### src/rtl/e203_exu_longp_wbsched.sv
// e203_exu_longp_wbsched
// Long-pipe write-back scheduler. Picks the long-pipe result (LSU or MULDIV)
// whose OITF tag equals the OITF retire pointer, so results retire in program
// order. The accepted result is registered into a one-entry output stage.
// That stage presents either a regfile write-back request or a long-pipe
// exception. The OITF entry is retired in the same cycle the result is
// accepted.
//
// Ports:
//   clk, rst_n              clock, synchronous active-low reset
//   lsu_wbck_i_*            LSU result handshake (valid/ready, data, tag, err)
//   mdv_wbck_i_*            MULDIV result handshake (valid/ready, data, tag)
//   oitf_empty/ret_*        OITF oldest-entry information
//   oitf_ret_ena            retire pulse for the oldest OITF entry
//   longp_wbck_o_*          registered write-back request to the arbiter
//   longp_excp_o_*          registered exception request to the commit unit
//   wb_stall_cnt            saturating count of back-pressured output cycles
module e203_exu_longp_wbsched #(
  parameter int XLEN    = 32,
  parameter int RFIDX_W = 5,
  parameter int ITAG_W  = 1
) (
  input  logic               clk,
  input  logic               rst_n,
  input  logic               lsu_wbck_i_valid,
  output logic               lsu_wbck_i_ready,
  input  logic [XLEN-1:0]    lsu_wbck_i_wdat,
  input  logic [ITAG_W-1:0]  lsu_wbck_i_itag,
  input  logic               lsu_wbck_i_err,
  input  logic               mdv_wbck_i_valid,
  output logic               mdv_wbck_i_ready,
  input  logic [XLEN-1:0]    mdv_wbck_i_wdat,
  input  logic [ITAG_W-1:0]  mdv_wbck_i_itag,
  input  logic               oitf_empty,
  input  logic [ITAG_W-1:0]  oitf_ret_ptr,
  input  logic [RFIDX_W-1:0] oitf_ret_rdidx,
  input  logic               oitf_ret_rdwen,
  output logic               oitf_ret_ena,
  output logic               longp_wbck_o_valid,
  input  logic               longp_wbck_o_ready,
  output logic [XLEN-1:0]    longp_wbck_o_wdat,
  output logic [RFIDX_W-1:0] longp_wbck_o_rdidx,
  output logic               longp_excp_o_valid,
  input  logic               longp_excp_o_ready,
  output logic [7:0]         wb_stall_cnt
);

  typedef enum logic [1:0] {
    ST_EMPTY = 2'd0,
    ST_WB    = 2'd1,
    ST_EXC   = 2'd2
  } state_t;

  state_t             state_reg, state_next;
  logic [XLEN-1:0]    wdat_reg;
  logic [RFIDX_W-1:0] rdidx_reg;
  logic [7:0]         stall_cnt_reg;

  logic lsu_match, mdv_match, sel_lsu, sel_mdv, any_match;
  logic consume, can_acc, accept, acc_err, load_wb;

  // Only the oldest outstanding entry may write back; LSU has priority if
  // both claim the same tag (should never happen in a legal system).
  assign lsu_match = lsu_wbck_i_valid & ~oitf_empty & (lsu_wbck_i_itag == oitf_ret_ptr);
  assign mdv_match = mdv_wbck_i_valid & ~oitf_empty & (mdv_wbck_i_itag == oitf_ret_ptr);
  assign sel_lsu   = lsu_match;
  assign sel_mdv   = mdv_match & ~lsu_match;
  assign any_match = lsu_match | mdv_match;

  // Held entry leaving the stage this cycle frees it for a pass-through refill.
  assign consume = ((state_reg == ST_WB)  & longp_wbck_o_ready) |
                   ((state_reg == ST_EXC) & longp_excp_o_ready);
  assign can_acc = (state_reg == ST_EMPTY) | consume;

  // Gate with reset so an entry offered during reset is never retired.
  assign accept  = any_match & can_acc & rst_n;
  assign acc_err = sel_lsu & lsu_wbck_i_err;
  assign load_wb = accept & ~acc_err & oitf_ret_rdwen;

  assign lsu_wbck_i_ready = accept & sel_lsu;
  assign mdv_wbck_i_ready = accept & sel_mdv;
  assign oitf_ret_ena     = accept;

  always_ff @(posedge clk) begin
    if (!rst_n) begin
      state_reg <= ST_EMPTY;
    end else begin
      state_reg <= state_next;
    end
  end

  always_comb begin
    state_next = state_reg;
    if (accept) begin
      if (acc_err) begin
        state_next = ST_EXC;
      end else if (oitf_ret_rdwen) begin
        state_next = ST_WB;
      end else begin
        state_next = ST_EMPTY;
      end
    end else if (consume) begin
      state_next = ST_EMPTY;
    end
  end

  // Data is only written for a real write-back; exceptions and retire-only
  // results leave the previous data untouched.
  always_ff @(posedge clk) begin
    if (!rst_n) begin
      wdat_reg  <= '0;
      rdidx_reg <= '0;
    end else if (load_wb) begin
      wdat_reg  <= sel_lsu ? lsu_wbck_i_wdat : mdv_wbck_i_wdat;
      rdidx_reg <= oitf_ret_rdidx;
    end
  end

  assign longp_wbck_o_valid = (state_reg == ST_WB);
  assign longp_excp_o_valid = (state_reg == ST_EXC);
  assign longp_wbck_o_wdat  = wdat_reg;
  assign longp_wbck_o_rdidx = rdidx_reg;

  logic stall;
  assign stall = (longp_wbck_o_valid & ~longp_wbck_o_ready) |
                 (longp_excp_o_valid & ~longp_excp_o_ready);

  always_ff @(posedge clk) begin
    if (!rst_n) begin
      stall_cnt_reg <= 8'd0;
    end else if (stall && (stall_cnt_reg != 8'hFF)) begin
      stall_cnt_reg <= stall_cnt_reg + 8'd1;
    end
  end

  assign wb_stall_cnt = stall_cnt_reg;

endmodule
### config.mk
export PLATFORM = sky130hd
export DESIGN_NAME = e203_exu_longp_wbsched
export DESIGN_NICKNAME = d
export VERILOG_FILES = /design/src/rtl/e203_exu_longp_wbsched.sv
export SDC_FILE = /design/constraint.sdc
export NUM_CORES = 1
export LEC_CHECK = 0
export CELL_PAD_IN_SITES_DETAIL_PLACEMENT = 0
export CELL_PAD_IN_SITES_GLOBAL_PLACEMENT = 1
export CORE_ASPECT_RATIO = 0.7
export CORE_UTILIZATION = 30
export DETAILED_ROUTE_END_ITERATION = 6
export HOLD_SLACK_MARGIN = 0.05
export PLACE_DENSITY = 0.89
export SYNTH_ARGS = -nofsm -noshare
export SYNTH_HDL_FRONTEND = slang
export SYNTH_SLANG_ARGS = --single-unit
### constraint.sdc
create_clock -name clk -period 4.64 [get_ports clk]
set_input_delay 1.16 -clock clk [delete_from_list [all_inputs] [get_ports clk]]
set_output_delay 1.16 -clock clk [all_outputs]
set_load 0.02 [all_outputs]
==> flow_summary_export.csv <==
group,metric,value,unit
routing,drt-initial-drc-count,111,
synthesis,synth_compound_area_share,15.0,%
synthesis,synth_seq_area_share,38.7,%
critical_path,worst-setup-path-type,"primary input to primary output",
critical_path,r2r_start,"wb_stall_cnt[0]$_SDFFE_PN0P_",
synthesis,synth_most_common_cell,"mux2i_1",
synthesis,synth_top_cell_by_area,"dfxtp_1",
power_and_ir_drop,power,0.988,mW
timing,finClkSkew,0.00463,ns
min_path,min_to,"longp_wbck_o_wdat[27]$_SDFFE_PN0P_",
synthesis,syn_nets,360,
place,io_buffers,130,
synthesis,synth_edf_count,0,
critical_path,path_max_fanout,3,
power_and_ir_drop,ir_drop,0.141,mV
critical_path,reg2reg_slack,2.82,ns
cells_and_area,nets,486,
clock_network,cts-htree-levels,2,
clock_network,cts_tree,"built",
critical_path,end_kind,"primary output",
grt,grt_pass1_vias,2466,
floorplan,start_util,30.9,%
outcome,outcome,"finished, final reports clean",
floorplan,die_width,110,um
floorplan,io_pins,131,
min_path,hold_class,"flop to flop",
routing,wl_per_cell,14.6,um
synthesis,synth.cell_area,0.00243,mm^2
place,routabilityCongestion,0.806,
place,hpwlAfterDp,5310,um
routing,antenna_left,0,
synthesis,synthSimpleGateAreaFrac,17.2,%
grt,grt-ovfl-total,0,
critical_path,required,3.48,ns
synthesis,synthTopCellsByCount,"52 x mux2i_1, 47 x dfxtp_1, 47 x nand2_1",
critical_path,reg2reg_depth,5,
cells_and_area,seq_area,941,um^2
timing,slew_headroom,62.5,%
clock_network,cts_inserted_buffers,5,
timing,tightestPinTransition,0.563,ns
timing,setup_viol,0,
power_and_ir_drop,powerDensity,247,mW/mm^2
synthesis,muxShareOfSynthArea,21.4,%
cells_and_area,drive_above_1_share,5.93,%
floorplan,placeableCoreArea,0.00787,mm^2
synthesis,syn_inst,278,
synthesis,synth_ff_type,"dfxtp_1",
cells_and_area,fillers,766,
min_path,min_path_cells,2,
place,pre_cts_ws,0.416,ns
synthesis,ys_warn_count,0,
cells_and_area,multi_input_area,0.00139,mm^2
synthesis,synthTopCellsByArea,"dfxtp_1 39%, mux2i_1 21%, nand2_1 7.3%",
clock_network,clock-root-buffer,"clkbuf_16",
cells_and_area,syn_to_final_growth,64.6,%
timing,fmax,0.237,GHz
clock_network,clkLatencyLatePin,0.28,ns
routing,detail_route.vias_per_cell,4.89,
routing,wirelength,7390,um
timing,period_share,90.8,%
clock_network,cts_buffer_depth,2,
critical_path,worst_ep_arrival_time,3.05,ns
cells_and_area,antenna_cells,0,
synthesis,async_reset_ff_share,0,%
power_and_ir_drop,total_leakage_power,1.68,nW
timing,fin_ws,0.429,ns
clock_network,cts_resized,0,
critical_path,worstReg2RegEnd,"wb_stall_cnt[1]$_SDFFE_PN0P_",
min_path,min_from,"longp_wbck_o_wdat[27]$_SDFFE_PN0P_",
routing,vias,2476,
timing,fin_tns_setup,0,ns
synthesis,synth-xor-area-share,2.11,%
cells_and_area,largest_reg_flops,32,
timing,drv_slew,0,
routing,dr.pass1.iters,4,
timing,grt_setup_unrepaired,"false",
clock_network,cts.sink_count,47,
cells_and_area,utilization,50.9,%
critical_path,cp-start-kind,"primary input",
grt,grt_pass1_wl,11700,um
floorplan,rows,27,
synthesis,postSynthAreaPerCell,8.74,um^2
clock_network,post_cts_buffers,0,
timing,hold_viol_final,0,
synthesis,ys_types,35,
clock_network,path_clk_slew,0.06,ns
clock_network,hold_buffers,0,
synthesis,synth_top_family_by_area,"multiplexers",
synthesis,ys_ff_latch,47,
grt,grt_usage,17.9,%
floorplan,dieArea,0.00847,mm^2
routing,drc_errors,0,
synthesis,synth_fa_ha_area_share,0.515,%
synthesis,synth_top_area_share,38.7,%
grt,antenna_found_initial,1,
run,cap_viol_max_count,0,
floorplan,die_height,77.3,um
grt,grt_max_degree,44,
timing,min_period,4.21,ns
-- placed cells by master (no fill, tap or decap), types with 4 or more instances in the layout --
master           instances
a21oi_1                  6
nand2_1                 47
o21ai_0                 22
a21o_1                  19
mux2i_1                 52
buf_4                    9
dfxtp_1                 47
nor2b_1                  4
clkbuf_16                5
clkdlybuf4s50_1        129
nor2_1                   5
inv_1                    5
nand3_1                 21
-- power breakdown --
part / switching (mW) / internal (mW) / total (mW)
registers: 0.00522 / 0.413 / 0.418
clock network: 0.147 / 0.230 / 0.377
logic: 0.0832 / 0.110 / 0.193
-- critical path: stages --
cell and delay, ns:
clkdlybuf4s50_1 0.53, xnor2_1 0.25, nand3_1 0.18, nor3_1 0.28, clkdlybuf4s50_1 0.65
-- worst max path at each step --
stage,endpoint,start,cells after the start,slack (ns)
5_1_grt,mdv_wbck_i_ready,oitf_ret_ptr,5,0.34
6_report,mdv_wbck_i_ready,oitf_ret_ptr,5,0.43
3_3_place_gp,mdv_wbck_i_ready,oitf_ret_ptr,5,0.48
3_5_place_dp,mdv_wbck_i_ready,oitf_ret_ptr,5,0.42
4_1_cts,mdv_wbck_i_ready,oitf_ret_ptr,5,0.42
2_1_floorplan,mdv_wbck_i_ready,oitf_empty,5,1.14
-- stage by stage --
stage,hold slack [ns],instance area [um^2],instances
floorplan,0.493,2430,278
global placement,0.444,3850,498
detailed placement,0.453,3850,498
CTS,0.465,4000,506
global route,0.483,4000,506
finish,0.458,4000,506
-- area by class of cell --
| type | count | area share, % |
|---|---|---|
| multi-input combinational | 205 | 34.8 |
| timing repair buffer | 139 | 34.1 |
| sequential | 47 | 23.5 |
| clock buffer | 8 | 3.91 |
| tap | 101 | 3.16 |
| inverter | 6 | 0.563 |
-- metal layers --
| layer | up-vias | track usage, % | part of all wire (%) |
|---|---|---|---|
| met3 | 9 | 6.12 | 8.8 |
| met1 | 1157 | 22.2 | 44 |
| li1 | 1229 | - | - |
| met2 | 81 | 29.1 | 46 |
| met5 | - | 0 | 0 |
| met4 | 0 | 5.20 | 1.5 |
-- cells by family after synthesis --
logic type / after synthesis
AOI/OAI and AO/OA: 57
muxes: 52
and+or+nand+nor: 90
xor gates and xnor gates: 5
DFF: 47
buffers and inverters: 26
adders and majority gates: 1
No activity file was read; power rests on OpenSTA's default activity.
